<file path="config.mk">
export PLATFORM = sky130hd
export DESIGN_NAME = io_event_arbiter
export DESIGN_NICKNAME = d
export VERILOG_FILES = /design/src/rtl/io_event_arbiter.sv
export SDC_FILE = /design/constraint.sdc
export NUM_CORES = 1
export LEC_CHECK = 0
export ABC_AREA = 1
export BUFFER_PORTS_ARGS = -buffer_cell sky130_fd_sc_hd__buf_2
export CAP_MARGIN = 25
export CORE_MARGIN = 1.5
export CORE_UTILIZATION = 25
export DETAILED_ROUTE_END_ITERATION = 7
export PLACE_DENSITY = 0.52
export SLEW_MARGIN = 40
export SYNTH_ARGS = -nofsm -noshare
export SYNTH_HDL_FRONTEND = slang
export SYNTH_SLANG_ARGS = --single-unit
</file>
<file path="constraint.sdc">
create_clock -name clk -period 12.5 [get_ports clk]
set_input_delay 0.625 -clock clk [delete_from_list [all_inputs] [get_ports clk]]
set_output_delay 0.625 -clock clk [all_outputs]
set_load 0.01 [all_outputs]
</file>
<file path="src/rtl/io_event_arbiter.sv">
// Round-robin arbiter sharing one FIFO write port among NUM_SRC event sources, each with a one-deep pending slot.
// Optional: define IO_EVENT_ARB_COALESCE_EN to OR colliding events into the slot instead of dropping them.
module io_event_arbiter #(
  parameter int NUM_SRC        = 4,
  parameter int DATA_WIDTH     = 8,
  parameter int DROP_CNT_WIDTH = 16
) (
  input  logic                          clk,
  input  logic                          rst,
  input  logic [NUM_SRC-1:0]            src_valid,
  input  logic [NUM_SRC*DATA_WIDTH-1:0] src_data,
  input  logic [NUM_SRC-1:0]            src_mask,
  input  logic                          fifo_full,
  output logic                          fifo_wr_en,
  output logic [DATA_WIDTH-1:0]         fifo_din,
  output logic [NUM_SRC-1:0]            pending,
  output logic [DROP_CNT_WIDTH-1:0]     drop_count,
  input  logic                          drop_clear
);

  localparam int SUM_W = DROP_CNT_WIDTH + 4;

  logic [DATA_WIDTH-1:0]     r_slot [NUM_SRC];
  logic [NUM_SRC-1:0]        r_pending;
  logic [2:0]                r_rr_ptr;
  logic                      r_wr_en;
  logic [DATA_WIDTH-1:0]     r_din;
  logic [DROP_CNT_WIDTH-1:0] r_drop_cnt;

  logic [NUM_SRC-1:0] w_capture;
  logic [NUM_SRC-1:0] w_granted;
  logic [NUM_SRC-1:0] w_collide;
  logic [NUM_SRC-1:0] w_drop;
  logic               w_grant;
  logic               w_found;
  logic [2:0]         w_win;
  logic [2:0]         w_rr_next;
  logic [3:0]         w_drop_num;

  // Clamp at the counter maximum; the 4 extra bits hold up to 8 simultaneous drops.
  function automatic logic [DROP_CNT_WIDTH-1:0] sat_add(
    input logic [DROP_CNT_WIDTH-1:0] cnt,
    input logic [3:0]                num
  );
    logic [SUM_W-1:0] sum;
    sum = {4'b0000, cnt} + SUM_W'(num);
    if (sum > {4'b0000, {DROP_CNT_WIDTH{1'b1}}}) return {DROP_CNT_WIDTH{1'b1}};
    return sum[DROP_CNT_WIDTH-1:0];
  endfunction

  // Requiring an idle write cycle makes fifo_full always reflect the previous write.
  assign w_grant   = (|r_pending) & ~fifo_full & ~r_wr_en;
  assign w_capture = src_valid & src_mask;
  assign w_collide = w_capture & r_pending & ~w_granted;
  assign w_rr_next = (w_win == 3'(NUM_SRC - 1)) ? 3'd0 : w_win + 3'd1;

`ifdef IO_EVENT_ARB_COALESCE_EN
  assign w_drop = '0;
`else
  assign w_drop = w_collide;
`endif

  // First pending source scanning from r_rr_ptr upward, modulo NUM_SRC.
  always_comb begin
    w_win   = 3'd0;
    w_found = 1'b0;
    for (int k = 0; k < NUM_SRC; k++) begin
      for (int i = 0; i < NUM_SRC; i++) begin
        if (!w_found && r_pending[i] &&
            ((int'(r_rr_ptr) + k == i) || (int'(r_rr_ptr) + k == i + NUM_SRC))) begin
          w_win   = 3'(i);
          w_found = 1'b1;
        end
      end
    end
  end

  always_comb begin
    for (int i = 0; i < NUM_SRC; i++) begin
      w_granted[i] = w_grant && (w_win == 3'(i));
    end
  end

  always_comb begin
    w_drop_num = 4'd0;
    for (int i = 0; i < NUM_SRC; i++) begin
      w_drop_num = w_drop_num + 4'(w_drop[i]);
    end
  end

  always_ff @(posedge clk) begin
    if (rst) begin
      r_pending  <= '0;
      r_rr_ptr   <= 3'd0;
      r_wr_en    <= 1'b0;
      r_din      <= '0;
      r_drop_cnt <= '0;
      for (int i = 0; i < NUM_SRC; i++) r_slot[i] <= '0;
    end else begin
      r_wr_en <= w_grant;
      if (w_grant) r_rr_ptr <= w_rr_next;
      for (int i = 0; i < NUM_SRC; i++) begin
        if (w_granted[i]) r_din <= r_slot[i];
        // A capture on the grant edge refills the slot while the old word goes out.
        if (w_capture[i] && !w_collide[i]) begin
          r_slot[i]    <= src_data[i*DATA_WIDTH +: DATA_WIDTH];
          r_pending[i] <= 1'b1;
`ifdef IO_EVENT_ARB_COALESCE_EN
        end else if (w_collide[i]) begin
          r_slot[i] <= r_slot[i] | src_data[i*DATA_WIDTH +: DATA_WIDTH];
`endif
        end else if (w_granted[i]) begin
          r_pending[i] <= 1'b0;
        end
      end
      if (drop_clear) r_drop_cnt <= '0;
      else if (|w_drop) r_drop_cnt <= sat_add(r_drop_cnt, w_drop_num);
    end
  end

  assign fifo_wr_en = r_wr_en;
  assign fifo_din   = r_din;
  assign pending    = r_pending;
  assign drop_count = r_drop_cnt;

endmodule

</file>
==> results.md <==
- Detailed Route Iter0 Violations: around 170
- Share of cells above drive strength 1: between 20% and 30%
- Global-route wire length before repair: 13.5 mm
- Worst r2r path cells: 26
- Async S/R FF share, synth: 0%
- Hold Path Stages: 2
- Crit path DAT: 5100 ps
- Gpl congestion: just over 0.8
- Max IR drop VDD: roughly 0.06 mV
- Row cnt: 41
- Placed cell area: 3860 sq um
- Worst hold path type: reg2reg
- Wirelength per Cell: between 10 and 15 um
- Detailed Routing Iterations Pass 1: 4
- Drt drc: 0
- RSZ-0062 raised after global routing: no
- Nets: about 520
- Met2 Track Usage GR: approximately 18%
- Status: completed
- Transition time of the tightest slew-check pin: ~690 ps
- Design Area, Final: around 4200 sq um
- Lkg Pwr: 1.96 nW
- Core ar.: between 10000 and 15000 sq um
- Chip height: 118 um
- Biggest area consumer among synthesized cells: edfxtp_1
- I/O Buffers: approximately 70
- Top cells by count, synth: inv_1, nor2_1, nand2_1
- CP Max Fanout: 10
- Crit start category: flop
- DIE WIDTH: roughly 120 um
- Skew-Pair Late Insertion Delay: approximately 340 ps
- Avg Inst Size Synth: 8.47 sq um
- Synth warnings: 0
- Clock Tree Buf Depth: 2
- Via count: approximately 2900
- Total power: 0.589 mW
- Grt total ovfl: 0
- Starting Density: approximately 26%
- Final wirelength: approximately 8 mm
- Clk Tree Root Cell: clkbuf_16
- CP startpoint: r_rr_ptr[0]
- Distinct cells, synth: 34
- Flops & latches, synth: between 60 and 70
- Cts hold-fix bufs: 0
- Post-CTS Setup Bufs: 0
- Yosys top cell area share: between 20% and 30%
- Tmin final: about 4900 ps
- Syn_nets: 445
- Via density: about 4.4
- Most instantiated library cell after synthesis: inv_1
- Final Max Slew Viols: 0
- P per Cell Area: around 140 nW/um^2
- Total CTS buffers: 9
- Sequential area share after synthesis: about 48%
- Area growth, synth to finish: 25.6%
- Post-Syn Area: ~3300 sq um
- Die area: around 14000 sq um
- Slowest stage cell, crit path: fa_1
- Slew HR: about 53%
- GR met1 Demand/Resource: roughly 16%
- Largest net degree at the start of global routing: 26
- Finished Core Util: around a third
- Fmax achieved: 206 MHz
- Dominant synthesized flop cell: edfxtp_1
- Initial antenna violation count: 0
- Antenna Nets Post-Route: 0
- Slowest cell delay on critical path: between 400 and 500 ps
- WS Path Type: reg2reg
- DP HPWL: 6.15 mm
- Gr busiest metal: met2
- Final number of setup-violating endpoints: 0
- Post-synth EDFFs: 32
- Number of global-route vias before repair: around 2800
- H-tree Lvls: 3
- TritonCTS Sinks: 63
- Io pins: 73
- Sum Neg Setup Slack: 0 ps
- Period utilization: roughly two fifths
- Min-delay src: fifo_din[3]
- CTS tree: built
- Synth area leaders: edfxtp_1, dfxtp_1, inv_1
- R2r startpoint: r_rr_ptr[0]
- Final hold viol count: 0
- CTS resizes: 0
- Overall global routing resource usage: between 10% and 20%
- Synth Instances: between 300 and 400
- Most common cell type on the critical path: inv_1
- Clock Skews: between 9 and 10 ps
- Ant diodes: 0
- CP Data Required Time: 12750 ps
- CP Capture Type: flop
- Met3 Use GR: 2.94%
- Max Cap Viol: 0
- CTS clk-pin slew, worst paths: roughly 50 ps
-- layout make-up --
type,count,area (sq um)
timing repair buffer,72,360
sequential,63,1580
clock inverter,3,21.3
multi-input combinational,254,1450
fill,1370,8640
tap,172,215
inverter,69,264
clock buffer,13,293
-- per-stage QoR --
stage,hold slack (ps),instances,setup WS [ps]
floorplan,484,393,8240
global placement,456,630,7910
detailed placement,456,630,7740
CTS,464,646,7720
global route,483,646,7130
finish,462,646,7640
-- routing by layer --
layer  routed length (um)  vias to the layer above
li1                     -                     1460
met1                 4010                     1309
met4                  129                        0
met3                  410                       10
met2                 3450                       84
met5                    0                        -
-- sequential cells by signal, summed over array words and instances, names as in the netlist --
signal and cells:
r_slot 32, drop_count 16, fifo_din 8, pending 4
r_rr_ptr 2, fifo_wr_en 1
-- layout by cell type (no fill, tap or decap) --
cell type and count:
nand2_1 42, buf_2 72, nor2_2 5, fa_1 3, nand4_2 2, xnor2_1 4, a21oi_1 23, nand2_4 6
o21ai_2 2, inv_1 61, clkbuf_16 11, nor3b_1 2, nor3_2 1, clkinvlp_4 1, o211ai_1 16, clkbuf_1 1
dfxtp_1 31, ha_1 5, nand3_2 3, nand3_1 19, inv_6 1, nor2_1 58, inv_2 6, clkinv_2 1
a21oi_2 1, a31oi_1 8, a31o_2 1, nand4_4 1, o21ai_1 15, clkinv_4 1, o21ai_0 17, nand4_1 4
nor3_1 4, clkinv_1 1, edfxtp_1 32, nand2_2 5, xor2_1 7, clkbuf_8 1
-- report_power, final --
| part | switching, mW | leakage (nW) | total (mW) | internal [mW] |
|---|---|---|---|---|
| Sequential | 0.0107 | 0.592 | 0.243 | 0.232 |
| Clock | 0.0925 | 0.152 | 0.256 | 0.164 |
| Combinational | 0.0583 | 1.22 | 0.0906 | 0.0323 |
| Total | 0.161 | 1.96 | 0.589 | 0.428 |
-- path summary, 6_finish.rpt --
check / endpoint / slack, ps
setup / recovery: drop_count[2] / 7640
hold / removal: fifo_din[3] / 460
setup reg to reg: drop_count[2] / 7640
hold reg to reg: fifo_din[3] / 460
-- critical path, delay by kind of cell (launching register included) --
kind | cells | cell delay (ps)
simple gates | 17 | 2330
fa+ha+maj | 4 | 1310
flops | 1 | 450
buf+inv | 4 | 360
compound gates | 1 | 310
-- logic make-up after synthesis --
logic type	share of synthesized area, %
and+or+nand+nor	22.4
AOI/OAI and AO/OA	14.3
buffers and inverters	9.21
DFF	47.5
xor gates and xnor gates	2.89
adders and majority gates	3.68
(Power assumes the default switching activity.)
